### config.mk
export PLATFORM = sky130hd
export DESIGN_NAME = vga_scanout_flat
export DESIGN_NICKNAME = d
export VERILOG_FILES = /design/src/rtl/vga_scanout_if.sv /design/src/rtl/vga_scanout.sv /design/src/flat_wrapper.sv
export SDC_FILE = /design/constraint.sdc
export NUM_CORES = 1
export LEC_CHECK = 0
export ABC_AREA = 1
export BUFFER_PORTS_ARGS = -buffer_cell sky130_fd_sc_hd__clkbuf_2
export CORE_UTILIZATION = 45
export DETAILED_ROUTE_END_ITERATION = 8
export PLACE_DENSITY = 0.68
export SLEW_MARGIN = 20
export SYNTH_ARGS = -nofsm -noshare
export SYNTH_HDL_FRONTEND = slang
export SYNTH_SLANG_ARGS = --single-unit
### constraint.sdc
create_clock -name clk -period 2.1 [get_ports clk]
set_clock_uncertainty 0.1 [all_clocks]
set_input_delay 0.315 -clock clk [delete_from_list [all_inputs] [get_ports clk]]
set_output_delay 0.315 -clock clk [all_outputs]
set_load 0.01 [all_outputs]
### src/rtl/vga_scanout_if.sv
// Scanout-side signals: framebuffer read port, pattern select and video outputs.
// master = scanout engine, slave = framebuffer/display side.
interface vga_scanout_if;
  logic [3:0] fb_data;
  logic       pattern_en;
  logic       fb_read;
  logic       fb_reset_ptr;
  logic       hsync;
  logic       vsync;
  logic       de;
  logic [3:0] r;
  logic [3:0] g;
  logic [3:0] b;
  logic       frame_start;

  modport master (
    input  fb_data, pattern_en,
    output fb_read, fb_reset_ptr, hsync, vsync, de, r, g, b, frame_start
  );

  modport slave (
    output fb_data, pattern_en,
    input  fb_read, fb_reset_ptr, hsync, vsync, de, r, g, b, frame_start
  );
endinterface

### src/rtl/vga_scanout.sv
// VGA timing + framebuffer scanout: fb strobes are combinational from the counters, video out 2 cycles later.
// No backpressure: free-running at the pixel clock; the framebuffer must keep up with one read per two pixels.
module vga_scanout #(
  parameter int H_ACTIVE = 640,
  parameter int H_FP     = 16,
  parameter int H_SYNC   = 96,
  parameter int H_BP     = 48,
  parameter int V_ACTIVE = 480,
  parameter int V_FP     = 10,
  parameter int V_SYNC   = 2,
  parameter int V_BP     = 33
) (
  input  logic          clk,
  input  logic          rst_n,
  vga_scanout_if.master vif
);
  localparam int H_TOTAL = H_ACTIVE + H_FP + H_SYNC + H_BP;
  localparam int V_TOTAL = V_ACTIVE + V_FP + V_SYNC + V_BP;

  localparam logic [9:0] H_LAST   = 10'(H_TOTAL - 1);
  localparam logic [9:0] V_LAST   = 10'(V_TOTAL - 1);
  localparam logic [9:0] H_ACT    = 10'(H_ACTIVE);
  localparam logic [9:0] V_ACT    = 10'(V_ACTIVE);
  localparam logic [9:0] HS_START = 10'(H_ACTIVE + H_FP);
  localparam logic [9:0] HS_END   = 10'(H_ACTIVE + H_FP + H_SYNC);
  localparam logic [9:0] VS_START = 10'(V_ACTIVE + V_FP);
  localparam logic [9:0] VS_END   = 10'(V_ACTIVE + V_FP + V_SYNC);

  logic [9:0]  hcount;
  logic [9:0]  vcount;
  logic        rst_hold;
  logic        active;
  logic        hsync_raw;
  logic        vsync_raw;
  logic        blank_start;
  logic        de_d1;
  logic        hsync_d1;
  logic        vsync_d1;
  logic        pattern_d1;
  logic [3:0]  bar_d1;
  logic [3:0]  index;
  logic [11:0] rgb_next;

  function automatic logic [11:0] palette(input logic [3:0] i);
    if (i == 4'hF) return 12'h000;
    return {i, i[2:0], 1'b0, ~i};
  endfunction

  // rst_hold keeps fb_reset_ptr high through the first edge after reset release.
  always_ff @(posedge clk or negedge rst_n) begin
    if (!rst_n) begin
      hcount   <= '0;
      vcount   <= '0;
      rst_hold <= 1'b1;
    end else begin
      rst_hold <= 1'b0;
      if (hcount == H_LAST) begin
        hcount <= '0;
        vcount <= (vcount == V_LAST) ? '0 : vcount + 10'd1;
      end else begin
        hcount <= hcount + 10'd1;
      end
    end
  end

  assign active      = (hcount < H_ACT) && (vcount < V_ACT);
  assign hsync_raw   = !((hcount >= HS_START) && (hcount < HS_END));
  assign vsync_raw   = !((vcount >= VS_START) && (vcount < VS_END));
  assign blank_start = (hcount == 10'd0) && (vcount == V_ACT);

  // Odd-column strobe: each stored pixel is shown twice, pointer advances after the pair.
  assign vif.fb_read      = active && hcount[0];
  assign vif.frame_start  = blank_start;
  assign vif.fb_reset_ptr = rst_hold || blank_start;

  assign index    = pattern_d1 ? bar_d1 : vif.fb_data;
  assign rgb_next = de_d1 ? palette(index) : 12'h000;

  always_ff @(posedge clk or negedge rst_n) begin
    if (!rst_n) begin
      de_d1      <= 1'b0;
      hsync_d1   <= 1'b1;
      vsync_d1   <= 1'b1;
      pattern_d1 <= 1'b0;
      bar_d1     <= '0;
      vif.de     <= 1'b0;
      vif.hsync  <= 1'b1;
      vif.vsync  <= 1'b1;
      vif.r      <= '0;
      vif.g      <= '0;
      vif.b      <= '0;
    end else begin
      de_d1      <= active;
      hsync_d1   <= hsync_raw;
      vsync_d1   <= vsync_raw;
      pattern_d1 <= vif.pattern_en;
      bar_d1     <= hcount[9:6];
      vif.de     <= de_d1;
      vif.hsync  <= hsync_d1;
      vif.vsync  <= vsync_d1;
      vif.r      <= rgb_next[11:8];
      vif.g      <= rgb_next[7:4];
      vif.b      <= rgb_next[3:0];
    end
  end
endmodule

### src/flat_wrapper.sv
// flat-port wrapper written by rule: the top's interface ports become plain ports
module vga_scanout_flat 
#(
  parameter int H_ACTIVE = 640,
  parameter int H_FP     = 16,
  parameter int H_SYNC   = 96,
  parameter int H_BP     = 48,
  parameter int V_ACTIVE = 480,
  parameter int V_FP     = 10,
  parameter int V_SYNC   = 2,
  parameter int V_BP     = 33
)
  (clk, rst_n, vif_fb_data, vif_pattern_en, vif_fb_read, vif_fb_reset_ptr, vif_hsync, vif_vsync, vif_de, vif_r, vif_g, vif_b, vif_frame_start);
  vga_scanout_if vif_i ();
  input  logic clk;
  input  logic rst_n;
  input wire logic [$bits(vif_i.fb_data)-1:0] vif_fb_data;
  input wire logic [$bits(vif_i.pattern_en)-1:0] vif_pattern_en;
  output wire logic [$bits(vif_i.fb_read)-1:0] vif_fb_read;
  output wire logic [$bits(vif_i.fb_reset_ptr)-1:0] vif_fb_reset_ptr;
  output wire logic [$bits(vif_i.hsync)-1:0] vif_hsync;
  output wire logic [$bits(vif_i.vsync)-1:0] vif_vsync;
  output wire logic [$bits(vif_i.de)-1:0] vif_de;
  output wire logic [$bits(vif_i.r)-1:0] vif_r;
  output wire logic [$bits(vif_i.g)-1:0] vif_g;
  output wire logic [$bits(vif_i.b)-1:0] vif_b;
  output wire logic [$bits(vif_i.frame_start)-1:0] vif_frame_start;
  assign vif_i.fb_data = vif_fb_data;
  assign vif_i.pattern_en = vif_pattern_en;
  assign vif_fb_read = vif_i.fb_read;
  assign vif_fb_reset_ptr = vif_i.fb_reset_ptr;
  assign vif_hsync = vif_i.hsync;
  assign vif_vsync = vif_i.vsync;
  assign vif_de = vif_i.de;
  assign vif_r = vif_i.r;
  assign vif_g = vif_i.g;
  assign vif_b = vif_i.b;
  assign vif_frame_start = vif_i.frame_start;
  vga_scanout #(.H_ACTIVE(H_ACTIVE), .H_FP(H_FP), .H_SYNC(H_SYNC), .H_BP(H_BP), .V_ACTIVE(V_ACTIVE), .V_FP(V_FP), .V_SYNC(V_SYNC), .V_BP(V_BP)) u_core (.clk(clk), .rst_n(rst_n), .vif(vif_i));
endmodule
# Yosys cells after proc, flatten, opt, wreduce, memory -nomap -nowiden
# Cells that the tools add are included.
# op_classes
n_eq_ne	4
mul	0
n_reduce_logical	9
add_sub_neg	2
n_bitwise	1
mux	7
div	0
shifts	0
n_lt_le_gt_ge	6
# op_table
cell	n
12-bit two-way mux	3
10-bit by 1-bit adder with 10-bit output, second input constant	2
10-bit equality test, second input constant	2
10-bit less-than comparator, second input constant	2
10-bit by 9-bit less-than comparator with 1-bit output, second input constant	2
10-bit two-way mux	2
10-bit by 9-bit equality test with 1-bit output, second input constant	1
10-bit greater-or-equal comparator, second input constant	1
10-bit by 9-bit greater-or-equal comparator with 1-bit output, second input constant	1
10-bit logical NOT	1
1-bit logical AND	5
4-bit equality test, second input constant	1
4-bit two-way mux	1
4-bit inverter	1
1-bit logical NOT	2
1-bit logical OR	1
1-bit two-way mux	1
# totals
romBits	0
mem_bits_rw	0
memories	0
out_inout_bits	18
wordCells	43
register_bits	44
inputBits	7
latch_bits	0

# Longest topological paths before layout
# logic_depth
word_depth	5
ltp_mapped	9

# Least setup slack after synthesis
# No wires, ideal clock.
# synth_path
path_type	register to output
startpoint	register u_core.hcount[7]
endpoint	output port vif_fb_read
stages_incl_launch_ff	4
required_ns	1.685
path_slack_ns	0.710
t_arrival_ns	0.975
n_path_buf	0
path_cell_list	dfrtp_1 inv_1 a21oi_1 nor4_1
# synth_via
elab_chain_len	3
# synth_lines
element	line	source
start, declared	vga_scanout.sv:29	logic [9:0] hcount;
start signal, assigned	vga_scanout.sv:61	hcount <= hcount + 10'd1;
10-bit less-than comparator	vga_scanout.sv:66	assign active = (hcount < H_ACT) && (vcount < V_ACT);
1-bit logical AND	vga_scanout.sv:66	
1-bit logical AND	vga_scanout.sv:72	assign vif.fb_read = active && hcount[0];
end, declared	flat_wrapper.sv:19	output wire logic [$bits(vif_i.fb_read)-1:0] vif_fb_read;
# No other way between the ends.

# Worst setup path after layout
# layout_path
startpoint	register u_core.vcount[0]
endpoint	output port vif_fb_reset_ptr
# layout_via
elab_chain_len	3
# layout_lines
element	line	source
start, declared	vga_scanout.sv:30	logic [9:0] vcount;
start signal, assigned	vga_scanout.sv:59	vcount <= (vcount == V_LAST) ? '0 : vcount + 10'd1;
10-bit by 9-bit equality test with 1-bit output	vga_scanout.sv:69	assign blank_start = (hcount == 10'd0) && (vcount == V_ACT);
1-bit logical AND	vga_scanout.sv:69	
1-bit logical OR	vga_scanout.sv:74	assign vif.fb_reset_ptr = rst_hold || blank_start;
end, declared	flat_wrapper.sv:20	output wire logic [$bits(vif_i.fb_reset_ptr)-1:0] vif_fb_reset_ptr;
# No other way between the ends.

==> metrics <==
capture endpoint of the worst hold path u_core.pattern_d1; total track usage 16.7%; vias after detailed routing approximately 1400; sequential area share after synthesis 52.8%; leakage roughly 0.0012 µW; Final ANT Viol Nets 0; unrepaired setup endpoints after global routing no; Clock H-tree levels 2; register-to-register setup slack roughly 0.52 ns; startpoint of the most critical setup path u_core.vcount[0]; Worst Setup Path Type reg -> out; detail-routed net length per standard cell 11.0 µm; final setup violation count 0; run status complete, no violations; arrival time at the worst endpoint roughly 1.5 ns; capturing point of the worst reg2reg path u_core.vcount[3]; Hold Crit Class in -> reg; diodes inserted 0; number of DRC violations after detailed-routing iteration 0 45; Cell Pwr Density about 680 nW/µm²; global-route congestion overflow total 0; final worst path period need 1.93 ns; cell type with the largest total area after synthesis dfrtp_1; count of flip-flops with a built-in enable after synthesis 0; post-route non-filler standard cell count between 300 and 400; first-pass GRT wire length around 5.5 mm; count of state elements after synthesis 40; data required time at the worst endpoint around 1.7 ns; deepest clock path buffer count 2; Reg power frac 53.3%; number of instances in the placed design a little under 300; series of cell instances along the critical path inv_1, ha_1, nand3_1, nor2_1, nand3_1, nand2_1, clkbuf_2; CTS tree yes; area of the core a little over 4000 µm²; number of antenna violations at the first check in global routing 0; Crit path buffers/inverters 2; residual DRC count 0; Clock Root Buffer clkbuf_8; Hold Violations, Final 0; kind of end point of the critical path output port; Die X between 60 and 70 µm; Synth top area share between 40 and 50%; max_cap viols 0; post-synth design cell area 1910 µm²; Die ar. between 4000 and 5000 µm²; site row count 23; number of I/O port buffers 23; detailed-route vias per instance 4.68; P_sw between 300 and 400 µW; maximum fanout encountered on the critical timing path 4; cell types occupying the most area after synthesis dfrtp_1, inv_1, nand2_1, nor2_1, dfstp_2; Max Freq a little over 500 MHz; area grow syn2layout 14.4%; clock buffers created by TritonCTS 5; most common cell in the netlist inv_1; fraction of layout cells with a size suffix above 1 between 10% and 20%; final routed wirelength across all metal layers roughly 3.4 mm; Avg Synthesized Cell Area ~8.5 µm²; share of the core filled with cells in the final layout a little over half; portion of total power attributed to combinational logic 3.9%; final total negative setup slack 0 ns; clock slew seen by the registers of the worst setup and hold paths 0.08 ns; Top Ports 25; top cell types by occurrence after synthesis inv_1, nand2_1, nor2_1, dfrtp_1, nand3_1; clock power share a little over two fifths; Clock Sinks 40; final estimated routing congestion in global placement a little over 0.8; delay of the slowest cell on the worst path around 0.4 ns; estimated wirelength of the detail-placed design ~2.5 mm; Clock Latency Late Sink 0.29 ns; Syn Inst Count 225; r2r startpoint u_core.vcount[0]; fraction of synthesis flops using an asynchronous set or reset pin 100%; maximum vdd ir drop 0.426 mV; dominant delay contributor by cell family on the critical path flip-flops; largest net degree at the start of global routing 16; length of the first detailed-routing pass in iterations 4; fraction of the cycle the final worst path needs between 90 and 100%; Cell variety after synth 26; number of warnings issued by yosys 0; most frequently used flop master after synthesis dfrtp_1; cell repeated most along the worst path nand3_1; kind of start point of the critical path flip-flop; Worst Reg-to-Reg Cells 9; worst hold path stage count 1; slack of the critical path around 0.17 ns; internal power about 1200 µW; Die Y roughly 67 µm; start point of the worst hold path vif_pattern_en; PostCTS Resize Cnt 0; vias in the first global route ~1300; worst setup slack after placement roughly 0.49 ns; initial core utilization between 40% and 50%; cell at the slowest stage of the critical path dfrtp_1; count of final max-slew check failures 0; proportion of total power due to net switching roughly a fifth; count of nets after finishing around 260
[worst register-to-register path, stage by stage, from the launching register on]
cell and delay (ns):
dfrtp_1 0.40, inv_1 0.12, ha_1 0.19, inv_1 0.05, nor2_1 0.12, nand2_1 0.06
nor2_1 0.08, nand2_1 0.14, nand3_1 0.12, o21ai_0 0.09
[power groups by stage]
stage,registers (µW),clock network [µW],logic [µW]
final,786,630,58.2
after global routing,788,675,68.0
after CTS,787,648,60.6
after detailed placement,802,0,59.1
after global placement,801,0,57.8
after floorplan,805,0,23.1
[metrics by stage]
step / area [µm²] / hold WS, ns / total power, µW
final: 2180 / 0.0256 / 1480
after global routing: 2180 / 0.0167 / 1530
after CTS: 2180 / 0.0194 / 1490
after detailed placement: 2060 / 0.107 / 861
after global placement: 2060 / 0.105 / 859
after floorplan: 1910 / -0.0806 / 828
[metal layers]
layer	GRT usage, %	part of all wire [%]	vias up
li1	-	-	736
met1	19.8	46	649
met2	28.9	49	35
met3	3.60	4.6	4
met4	7.18	1.0	0
met5	0	0	-
[registers in the layout (all words and copies together) (netlist names), 4 cells and up]
register and flops:
u_core.bar_d1 4, u_core.vcount 10, u_core.hcount 10, u_core.vif.b 4
u_core.vif.r 4
[what timing repair did]
item,4_1_cts,5_1_grt
hold buffers,1,0
setup buffers,0,0
hold endpoints to repair,9,0
[layout make-up]
cell class | count | area (µm²)
fillers | 390 | 1850
flip-flops and latches | 40 | 1010
multi-input cells | 136 | 693
inverters | 44 | 165
repair buffers | 26 | 140
clock buffers | 5 | 68.8
well taps | 50 | 62.6
clock inverters | 3 | 46.3
[cells in the final DEF, fill, tap and decap left out, types with 3 or more instances in the layout]
cell type   n
clkbuf_2   23
nand2_1    38
a21oi_1     5
ha_1        4
nor3_1      3
o21ai_0    10
nand4_1     6
dfstp_2     5
xor2_1      8
nand3_1    11
clkbuf_8    5
dfrtp_1    35
inv_1      42
nor2_1     38
[how the worst max path moves through the flow]
| stage | end | slack (ns) | cells after the start |
|---|---|---|---|
| after global placement | vif_fb_reset_ptr | 0.55 | 7 |
| after detailed placement | vif_fb_reset_ptr | 0.49 | 7 |
| after global routing | vif_fb_reset_ptr | 0.09 | 7 |
| after CTS | vif_fb_reset_ptr | 0.16 | 7 |
| final | vif_fb_reset_ptr | 0.17 | 7 |
| after floorplan | vif_fb_read | 0.71 | 3 |
[cells by family (layout without fill, tap and decap cells)]
kind of cell               count (synthesis)  after routing  share of synthesized area, %
and+or+nand+nor                          105            105                          25.0
adders and majority gates                  4              4                          2.62
AOI/OAI and AO/OA                         17             17                          4.66
other                                      1              2                         0.197
DFF                                       40             40                          52.8
buffers and inverters                     50             78                          11.1
xor gates and xnor gates                   8              8                          3.67
Power figures use the tool's default switching activity.
